==> config.mk <==
export PLATFORM = sky130hd
export DESIGN_NAME = tea_regfile16
export DESIGN_NICKNAME = d
export VERILOG_FILES = /design/src/rtl/tea_pkg.sv /design/src/rtl/onehot_check.sv /design/src/rtl/tea_regfile16.sv
export SDC_FILE = /design/constraint.sdc
export NUM_CORES = 1
export LEC_CHECK = 0
export BUFFER_PORTS_ARGS = -buffer_cell sky130_fd_sc_hd__clkbuf_2
export CELL_PAD_IN_SITES_DETAIL_PLACEMENT = 2
export CELL_PAD_IN_SITES_GLOBAL_PLACEMENT = 2
export CORE_UTILIZATION = 43
export CTS_CLUSTER_SIZE = 14
export DETAILED_ROUTE_END_ITERATION = 12
export PLACE_DENSITY = 0.76
export SLEW_MARGIN = 20
export SYNTH_ARGS = -nofsm -noshare
export SYNTH_HDL_FRONTEND = slang
export SYNTH_SLANG_ARGS = --single-unit
==> constraint.sdc <==
create_clock -name CLK -period 1.7 [get_ports CLK]
set_input_delay 0.51 -clock CLK [delete_from_list [all_inputs] [get_ports CLK]]
set_output_delay 0.51 -clock CLK [all_outputs]
set_load 0.005 [all_outputs]
==> src/rtl/tea_pkg.sv <==
// Shared constants for the TinyEncrypt register bank.
package tea_pkg;

  localparam int unsigned NREGS     = 16;
  localparam int unsigned ADDR_W    = 4;
  localparam int unsigned CNT_W     = 5;
  localparam int unsigned DEF_WIDTH = 32;

endpackage

==> src/rtl/onehot_check.sv <==
// Classifies a 16-bit select as zero, one-hot or multi-hot and encodes the one-hot index.
module onehot_check
  import tea_pkg::*;
(
  input  logic [NREGS-1:0]  vec,
  output logic              zero,
  output logic              one,
  output logic              multi,
  output logic [ADDR_W-1:0] idx
);

  logic [NREGS-1:0] vec_m1;

  always_comb begin
    vec_m1 = vec - NREGS'(1);
    zero   = (vec == '0);
    // Clearing the lowest set bit leaves nothing only for a single set bit
    one    = !zero && ((vec & vec_m1) == '0);
    multi  = !zero && !one;
    idx    = '0;
    for (int i = 0; i < NREGS; i++) begin
      if (vec[i]) idx = ADDR_W'(i);
    end
  end

endmodule

==> src/rtl/tea_regfile16.sv <==
// 16-entry register bank with one-hot write select, written tracking and two
// registered, write-first read ports.
module tea_regfile16
  import tea_pkg::*;
#(
  parameter int unsigned WIDTH = DEF_WIDTH
) (
  input  logic              CLK,
  input  logic              RST_N,
  input  logic [NREGS-1:0]  WE,
  input  logic [WIDTH-1:0]  WDATA,
  input  logic [ADDR_W-1:0] RA0,
  input  logic [ADDR_W-1:0] RA1,
  output logic [WIDTH-1:0]  RD0,
  output logic [WIDTH-1:0]  RD1,
  output logic              RV0,
  output logic              RV1,
  input  logic              CLR,
  output logic              ERR,
  input  logic              ERR_CLR,
  output logic [CNT_W-1:0]  WCOUNT
);

  logic              we_zero, we_one, we_multi;
  logic [ADDR_W-1:0] we_idx;

  logic [WIDTH-1:0]  mem_q [NREGS];
  logic [NREGS-1:0]  written_q, written_d;
  logic [CNT_W-1:0]  wcount_q, wcount_d;
  logic              err_q, err_d;
  logic [WIDTH-1:0]  rd0_q, rd0_d, rd1_q, rd1_d;
  logic              rv0_q, rv0_d, rv1_q, rv1_d;

  onehot_check u_onehot_check (
    .vec   (WE),
    .zero  (we_zero),
    .one   (we_one),
    .multi (we_multi),
    .idx   (we_idx)
  );

  always_comb begin
    written_d = CLR ? '0 : written_q;
    if (we_one) written_d[we_idx] = 1'b1;

    wcount_d = wcount_q;
    if (CLR) begin
      wcount_d = we_one ? CNT_W'(1) : '0;
    end else if (we_one && !written_q[we_idx]) begin
      wcount_d = wcount_q + CNT_W'(1);
    end

    // A multi-hot select in the same cycle beats the clear
    err_d = we_multi || (err_q && !ERR_CLR);

    // Write-first: a valid write to the read address is forwarded
    if (we_one && (we_idx == RA0)) begin
      rd0_d = WDATA;
      rv0_d = 1'b1;
    end else begin
      rd0_d = mem_q[RA0];
      rv0_d = written_q[RA0];
    end
    if (we_one && (we_idx == RA1)) begin
      rd1_d = WDATA;
      rv1_d = 1'b1;
    end else begin
      rd1_d = mem_q[RA1];
      rv1_d = written_q[RA1];
    end
  end

  always_ff @(posedge CLK or negedge RST_N) begin
    if (!RST_N) begin
      for (int i = 0; i < NREGS; i++) mem_q[i] <= '0;
      written_q <= '0;
      wcount_q  <= '0;
      err_q     <= 1'b0;
      rd0_q     <= '0;
      rd1_q     <= '0;
      rv0_q     <= 1'b0;
      rv1_q     <= 1'b0;
    end else begin
      if (we_one) mem_q[we_idx] <= WDATA;
      written_q <= written_d;
      wcount_q  <= wcount_d;
      err_q     <= err_d;
      rd0_q     <= rd0_d;
      rd1_q     <= rd1_d;
      rv0_q     <= rv0_d;
      rv1_q     <= rv1_d;
    end
  end

  assign RD0    = rd0_q;
  assign RD1    = rd1_q;
  assign RV0    = rv0_q;
  assign RV1    = rv1_q;
  assign ERR    = err_q;
  assign WCOUNT = wcount_q;

endmodule

==> qor.yml <==
status: "complete, but fails checks"
failed_checks: "setup timing"
setup_ws_ns: -1.27
synthTopCellsByCount: "dfrtp_1 (600), mux2_2 (530), mux4_2 (330)"
num_vias: 22700
worst_path_max_delay_cell: "or4_4"
die_height_um: 270
die-area_um2: 72900
tightest_slew_ns: 0.690
grt_pass1_wl_um: 197000
finalNonFillerCells: 3167
crit_path_end_kind: "register"
tritoncts: "yes"
critPathMaxFanout: 9
yosysUniqueCellTypes: 58
num_rows: 97
final_util_pct: 56.0
cts_buffers: 69
ios: 132
die_w_um: 270
start_util_pct: 43.8
p_per_area_nw_per_um2: 821
finish.net_count: 2240
power.total_w: 0.0324
antenna_found_initial: 5
gr-total-overflow: 0
synthFlopType: "dfrtp_1"
seq_area_frac_synth_pct: 48.6
arrival_ns: 3.49
via_per_inst: 7.17
synth_area_leader_cell: "dfrtp_1"
synth_fp_nets: 1910
synth_edf_count: 0
netlist_area_um2: 30900
ant_nets: 0
first_iter_violations: 2430
yosys_warnings: 0
drc: 0
synthArstFlopShare_pct: 100
first_pass_iters: 7
hold_viol: 0
first_global_vias: 24700
fmax_ghz: 0.337
ir_worst_vdd_v: 0.000666
critPathKind: "in -> reg"
routabilityCongestion: 0.787
htree_levels: 3
fin_skew_ns: 0.0317
port_buffers: 131
clk_latency_ns: 0.65
drive_above_1_share_pct: 67.1
place_inst: 2967
clkSinkCount: 600
drv_cap: 0
power_leakage_nw: 18.2
hpwlAfterDp_um: 66200
routedWlPerCell_um: 48.1
period_needed_ns: 2.97
post-synth-top-area-fraction_pct: 48.6
synthCells: 1849
worst_ep_required_time_ns: 2.22
cpPeakStageDelay_ns: 0.60
clockRootBuffer: "clkbuf_16"
netlist_top_cells_area: "dfrtp_1 (49%), mux4_2 (24%), mux2_2 (19%), mux2_4 (1.4%), clkbuf_1 (1.2%)"
start_kind: "primary input"
finalCritPeriodShare_pct: 175
min_path_type: "in -> reg"
rsz0062_at_grt: "true"
slew_headroom_pct: 53.8
grt_usage_pct: 37.8
avgSynthCellArea_um2: 16.7
synth.most_common_cell: "dfrtp_1"
clockBufferDepth: 3
core-area_um2: 70500
drt-total-wl_um: 152000
area_growth_pct: 27.9
slew_violations: 0
clkSlewWorstSetupHoldPaths_ns: 0.06
setup_viol: 613
crit_chain: "buf_6, or4_4, a2111oi_4, o32ai_4, buf_4, or3_4, a2111oi_4, buf_4, buf_12, buf_12, mux2_4"
grt_max_degree: 91
hold_ws_ns: 0.149
synth_seq_cells: 600
timing repair:
action	in CTS	in global routing
setup endpoints to repair	608	612
pin swaps	16	10
gates cloned	19	15
hold buffers	1	0
gates resized for setup	239	97
buffers inserted	33	21
hold endpoints to repair	10	0
registers in the layout, indices dropped and copies added, names as in the netlist:
register,flops
written_q,16
RV0,1
RD1,32
RD0,32
WCOUNT,5
RV1,1
ERR,1
mem_q,512
critical path, delay by kind of cell:
kind                   cells  cell delay [ns]
and+or+nand+nor            2             0.98
muxes                      1             0.35
buffers and inverters      5             0.80
AOI/OAI and AO/OA          3             0.82
cells by family (layout without fill, tap and decap cells):
logic type                 count (synthesis)  in the layout  synth area share (%)
and+or+nand+nor                           88             88                  1.62
adders and majority gates                  2              2                0.0729
other                                      0              4                     0
AOI/OAI and AO/OA                         67             67                  1.65
DFF                                      600            600                  48.6
xor gates and xnor gates                   6              6                 0.170
buffers and inverters                    180            554                  2.45
muxes                                    906            906                  45.4
path summary, 6_finish.rpt:
path | from | to | slack [ns] | depth (start not counted)
max in group asynchronous | RST_N | RD1[15] | 0.51 | 4
min in group asynchronous | RST_N | mem_q[129] | 0.34 | 2
max reg2reg | written_q[9] | WCOUNT[2] | -0.51 | 7
min | ERR_CLR | ERR | 0.15 | 2
max | WE[0] | RD0[27] | -1.27 | 11
min reg2reg | mem_q[432] | mem_q[432] | 0.54 | 1
metal layers:
metal	track usage (%)	vias to the layer above	wire (um)	share of wire [%]
li1	-	7934	-	-
met4	21.6	4	12200	8.0
met1	46.7	12400	54200	36
met5	0	-	23	0.015
met3	6.94	689	13000	8.5
met2	62.6	1715	72800	48
metrics by stage:
step / setup WS, ns / cell area, um^2 / setup TNS, ns
finish: -1.27 / 39500 / -611.77
global placement: -1.52 / 34700 / -799.80
detailed placement: -1.56 / 34700 / -825.62
global route: -1.28 / 39500 / -625.16
floorplan: -1.31 / 30900 / -657.58
CTS: -0.928 / 38700 / -454.40
layout make-up:
type / count / area [um^2]
flip-flops and latches: 600 / 15000
well taps: 940 / 1180
diodes: 4 / 10.0
fillers: 5817 / 31000
clock buffers: 98 / 1990
repair buffers: 427 / 4880
clock inverters: 17 / 225
multi-input cells: 1069 / 16200
inverters: 12 / 45.0
placed cells by master, fill, tap and decap left out, drive strengths merged, types with 11 or more instances in the layout:
| master | netlist | final |
|---|---|---|
| inv | 12 | 13 |
| nor3 | 12 | 12 |
| buf | 73 | 289 |
| o21ai | 16 | 16 |
| clkbuf | 95 | 233 |
| mux4 | 330 | 330 |
| nand2 | 15 | 15 |
| nor2 | 23 | 23 |
| dfrtp | 600 | 600 |
| clkinv | 0 | 11 |
| mux2 | 576 | 576 |
power by group:
part / total, W / switching, W / internal (W)
clock network: 0.0159 / 0.00713 / 0.00876
logic: 0.00228 / 0.00151 / 0.000768
registers: 0.0143 / 0.000000681 / 0.0143
total: 0.0324 / 0.00864 / 0.0238
Note: power is estimated with default switching activity, not from simulation.
